## config.mk

```make
export PLATFORM = sky130hd
export DESIGN_NAME = truth_table_sweeper
export DESIGN_NICKNAME = d
export VERILOG_FILES = /design/src/rtl/truth_table_sweeper.sv
export SDC_FILE = /design/constraint.sdc
export NUM_CORES = 1
export LEC_CHECK = 0
export CORE_ASPECT_RATIO = 1.4
export CORE_MARGIN = 10
export CORE_UTILIZATION = 53
export DETAILED_ROUTE_END_ITERATION = 10
export PLACE_DENSITY = 0.79
export SLEW_MARGIN = 20
export SYNTH_ARGS = -nofsm -noshare
export SYNTH_HDL_FRONTEND = slang
export SYNTH_SLANG_ARGS = --single-unit
```

## constraint.sdc

```tcl
create_clock -name i_clk -period 6.2 [get_ports i_clk]
set_clock_uncertainty 0.2 [all_clocks]
set_input_delay 0.62 -clock i_clk [delete_from_list [all_inputs] [get_ports i_clk]]
set_output_delay 0.62 -clock i_clk [all_outputs]
set_load 0.01 [all_outputs]
```

## src/rtl/truth_table_sweeper.sv

```systemverilog
// Truth-table sweeper: drives all 16 {x,y,w,z} vectors into a 4-input function,
// captures its output per vector and compares the table against an expected mask.
module truth_table_sweeper #(
  parameter int SETTLE = 1
) (
  input  logic        i_clk,
  input  logic        i_rst_n,
  input  logic        i_start,
  input  logic [15:0] i_expected,
  input  logic        i_f_in,
  output logic [3:0]  o_vec,
  output logic        o_busy,
  output logic        o_done,
  output logic [15:0] o_table,
  output logic [15:0] o_mismatch,
  output logic        o_pass,
  output logic [3:0]  o_first_err,
  output logic        o_err_valid
);

  typedef enum logic [1:0] {S_IDLE, S_DRIVE, S_SAMPLE, S_DONE} state_t;

  state_t      r_state, w_state_next;
  logic [3:0]  r_vec, w_vec_next;
  logic [3:0]  r_cnt, w_cnt_next;
  logic [3:0]  r_first_err, w_first_err_next;
  logic [15:0] r_exp, w_exp_next;
  logic [15:0] r_table, w_table_next;
  logic [15:0] r_mismatch, w_mismatch_next;
  logic        r_busy, w_busy_next;
  logic        r_done, w_done_next;
  logic        r_pass, w_pass_next;
  logic        r_err_valid, w_err_valid_next;
  logic        w_miss_bit;

  assign w_miss_bit = i_f_in ^ r_exp[r_vec];

  always_ff @(posedge i_clk or negedge i_rst_n) begin
    if (!i_rst_n) begin
      r_state     <= S_IDLE;
      r_vec       <= '0;
      r_cnt       <= '0;
      r_first_err <= '0;
      r_exp       <= '0;
      r_table     <= '0;
      r_mismatch  <= '0;
      r_busy      <= 1'b0;
      r_done      <= 1'b0;
      r_pass      <= 1'b0;
      r_err_valid <= 1'b0;
    end else begin
      r_state     <= w_state_next;
      r_vec       <= w_vec_next;
      r_cnt       <= w_cnt_next;
      r_first_err <= w_first_err_next;
      r_exp       <= w_exp_next;
      r_table     <= w_table_next;
      r_mismatch  <= w_mismatch_next;
      r_busy      <= w_busy_next;
      r_done      <= w_done_next;
      r_pass      <= w_pass_next;
      r_err_valid <= w_err_valid_next;
    end
  end

  always_comb begin
    w_state_next     = r_state;
    w_vec_next       = r_vec;
    w_cnt_next       = r_cnt;
    w_first_err_next = r_first_err;
    w_exp_next       = r_exp;
    w_table_next     = r_table;
    w_mismatch_next  = r_mismatch;
    w_busy_next      = r_busy;
    w_done_next      = 1'b0;
    w_pass_next      = r_pass;
    w_err_valid_next = r_err_valid;
    case (r_state)
      S_IDLE: begin
        if (i_start) begin
          w_exp_next       = i_expected;
          w_table_next     = '0;
          w_mismatch_next  = '0;
          w_pass_next      = 1'b0;
          w_err_valid_next = 1'b0;
          w_first_err_next = '0;
          w_vec_next       = '0;
          w_cnt_next       = '0;
          w_busy_next      = 1'b1;
          w_state_next     = S_DRIVE;
        end
      end
      S_DRIVE: begin
        w_cnt_next = r_cnt + 4'd1;
        if (r_cnt == 4'(SETTLE - 1)) w_state_next = S_SAMPLE;
      end
      S_SAMPLE: begin
        w_table_next[r_vec]    = i_f_in;
        w_mismatch_next[r_vec] = w_miss_bit;
        if (w_miss_bit && !r_err_valid) begin
          w_first_err_next = r_vec;
          w_err_valid_next = 1'b1;
        end
        if (r_vec == 4'd15) begin
          // pass must include the bit written on this final edge
          w_pass_next  = (w_mismatch_next == 16'h0000);
          w_busy_next  = 1'b0;
          w_done_next  = 1'b1;
          w_state_next = S_DONE;
        end else begin
          w_vec_next   = r_vec + 4'd1;
          w_cnt_next   = '0;
          w_state_next = S_DRIVE;
        end
      end
      S_DONE: begin
        w_state_next = S_IDLE;
      end
      default: begin
        w_state_next = S_IDLE;
      end
    endcase
  end

  assign o_vec       = r_vec;
  assign o_busy      = r_busy;
  assign o_done      = r_done;
  assign o_table     = r_table;
  assign o_mismatch  = r_mismatch;
  assign o_pass      = r_pass;
  assign o_first_err = r_first_err;
  assign o_err_valid = r_err_valid;

endmodule

```

==> out/results.txt <==
Global Route Usage Sum - 0.177
H-tree depth - 3
EDFF count, synth - 0
Chip Width - 86.7 um
reg2reg start - o_vec[0]
Top Ports - 64
Max Cap Viol - 0
fmax - 332 MHz
CTS Sinks - 66
WL final - 8.26 mm
RePlAce Congestion - 0.882
setup slack, reg-to-reg - 3190 ps
Main synth FF type - dfrtp_1
full die area - 0.00982 mm^2
Hold/Removal Path Class - input pin to asynchronous set/reset pin
Slew headroom - 0.273
I/O Buffers - 63
min Tclk post-route - 3010 ps
gr ovfl total - 0
fill count - 475
antenna violations before repair - 0
final hold viol count - 0
detailed-route via count - 2716
Seq/Total Area, Yosys - 0.501
required time of the worst setup path - 6260 ps
largest net degree at the start of global routing - 67
Area growth syn-to-layout - 23.9%
syn_nets - 348
Power Density - 359 mW/mm^2
Worst Path Max Fanout - 11
max-slew violation count - 0
vias in the first global route - 2769
Worst Setup EP - o_pass
setup TNS - 0 ps
# diodes - 0
Remaining DRCs - 0
terminus of the critical flop-to-flop path - o_pass
Avg Cell Area, Syn - 10.2 um^2
clock tree buffer depth - 2
unique cell type count in the Yosys netlist - 45
synthesized instance count - 322
final core occ - 0.688
RSZ-0062 raised after global routing - false
final setup violation count - 0
Initial Utilization - 0.555
Static Leak - 1.72 nW
root buffer cell - clkbuf_8
Crit Path Class - register to register
Die Ht - 113 um
Clk Latency, worst-skew pair - 340 ps
Hold Buf Count CTS - 0
row count - 33
Yosys reg bits - 66
worst vdd ir - 0.000231 V
clk slew on worst S/H paths - 70 ps
vias per inst - 6.08
FFs w/ async S/R, synth - 1.00
mapped cell area - 0.00330 mm^2
CTS tree - built
worst reg-to-reg path cell count - 7
hpwl dp - 6.01 mm
Nets - 401
status - completed
Worst Tran Pin Value - 1090 ps
post-cts repair resize count - 0
Worst Path Arrival - 3070 ps
Iter 0 DRT Violations - 365
Worst Setup End Kind - register
Antenna Violating Nets Remaining - 0
Post-CTS Setup Repair Bufs - 0
drt pass-1 iters - 5
CTS Buf Count - 9
Core Region - 0.00595 mm^2
crit share post-route - 0.486
share of layout cells above drive strength 1 - 0.111
routed len/inst - 18.5 um
CP startpoint kind - register
worst setup path startpoint - o_vec[0]
first-pass GRT wire length - 13.8 mm
Yosys warnings - 0
## per-stage QoR
step	total power [mW]	hold WS (ps)	worst slack, ps	std cells	cell area, um^2
5_1_grt	1.56	316	2940	447	4090
4_1_cts	1.47	280	3240	447	4080
6_report	1.47	246	3190	447	4090
3_3_place_gp	1.15	284	3310	434	3930
3_5_place_dp	1.17	293	3260	434	3930
2_1_floorplan	1.01	124	3730	322	3300
## placed cells by master, fill, tap and decap left out, drive strengths merged, types with 11 or more instances in the layout
| master | count |
|---|---|
| mux2 | 16 |
| clkbuf | 13 |
| nor2 | 14 |
| nand3 | 16 |
| clkdlybuf4s50 | 62 |
| mux2i | 11 |
| o21ai | 36 |
| dfrtp | 66 |
| inv | 11 |
| a21oi | 15 |
| nand2 | 37 |
## cells by family after synthesis
family | after synthesis | synth area share
XOR/XNOR | 5 | 0.0156
AO/OA/AOI/OAI | 86 | 0.159
adder cells (fa/ha/maj) | 6 | 0.0228
AND/OR/NAND/NOR | 92 | 0.129
multiplexers | 31 | 0.127
buffers and inverters | 36 | 0.0467
flip-flops | 66 | 0.501
## state kept, by name, indices dropped and copies added (netlist names), 2 cells and up
register     count
o_first_err      4
o_mismatch      16
o_table         16
o_vec            4
r_cnt            4
r_exp           16
r_state          2
## synth_stat cells, types with 2 or more instances
cell	number	share of area
mux4_2	4	0.027
buf_2	3	0.0046
o22ai_1	4	0.0076
nand2_1	37	0.042
buf_6	2	0.0068
dfrtp_1	66	0.50
nand3_1	16	0.024
buf_1	5	0.0057
a21oi_1	15	0.023
ha_1	6	0.023
a32o_1	2	0.0061
nor3_1	7	0.011
clkbuf_1	14	0.016
xnor2_1	2	0.0053
o211ai_1	7	0.016
o21ai_0	32	0.049
mux2i_4	3	0.020
inv_1	10	0.011
mux2i_1	8	0.024
o21ai_1	4	0.0061
nand2b_1	3	0.0057
o31ai_1	8	0.018
o21bai_1	2	0.0046
a211oi_1	3	0.0068
a31oi_1	3	0.0057
xor2_1	2	0.0053
and3_1	3	0.0057
nand4_1	2	0.0038
nor2b_1	5	0.0095
nor2_1	14	0.016
mux2_2	16	0.055
## routing by layer
layer	share of wire	global-route usage
met2	0.50	0.287
met4	0.034	0.111
met3	0.078	0.0560
met5	0	0
met1	0.39	0.195
## worst min path at each step
stage                       endpoint  slack, ps  cells past startpoint
after global routing      o_table[4]        320                      2
after detailed placement   r_exp[14]        290                      1
final                     o_table[4]        250                      2
after CTS                 o_table[4]        280                      2
after global placement      r_exp[0]        280                      1
after floorplan               o_busy        120                      0
## worst max-delay path: stages, from the launching register on
cell,delay (ps)
dfrtp_1,600
ha_1,450
nand3_1,220
or2_0,430
a2111oi_0,540
o2111a_1,260
a21oi_1,60
nor3_1,160
## report_power, final
group / switching [mW] / internal, mW
logic: 0.309 / 0.261
registers: 0.0700 / 0.521
clock network: 0.146 / 0.161
total: 0.525 / 0.943
## area by class of cell
cell class / instances / area [um^2] / share of cell area
Inverter: 12 / 45.0 / 0.0110
Timing Repair Buffer: 66 / 648 / 0.159
Clock buffer: 13 / 159 / 0.0389
Tap cell: 70 / 87.6 / 0.0214
Multi-Input combinational cell: 220 / 1500 / 0.366
Sequential cell: 66 / 1650 / 0.404
Power figures use the tool's default switching activity.
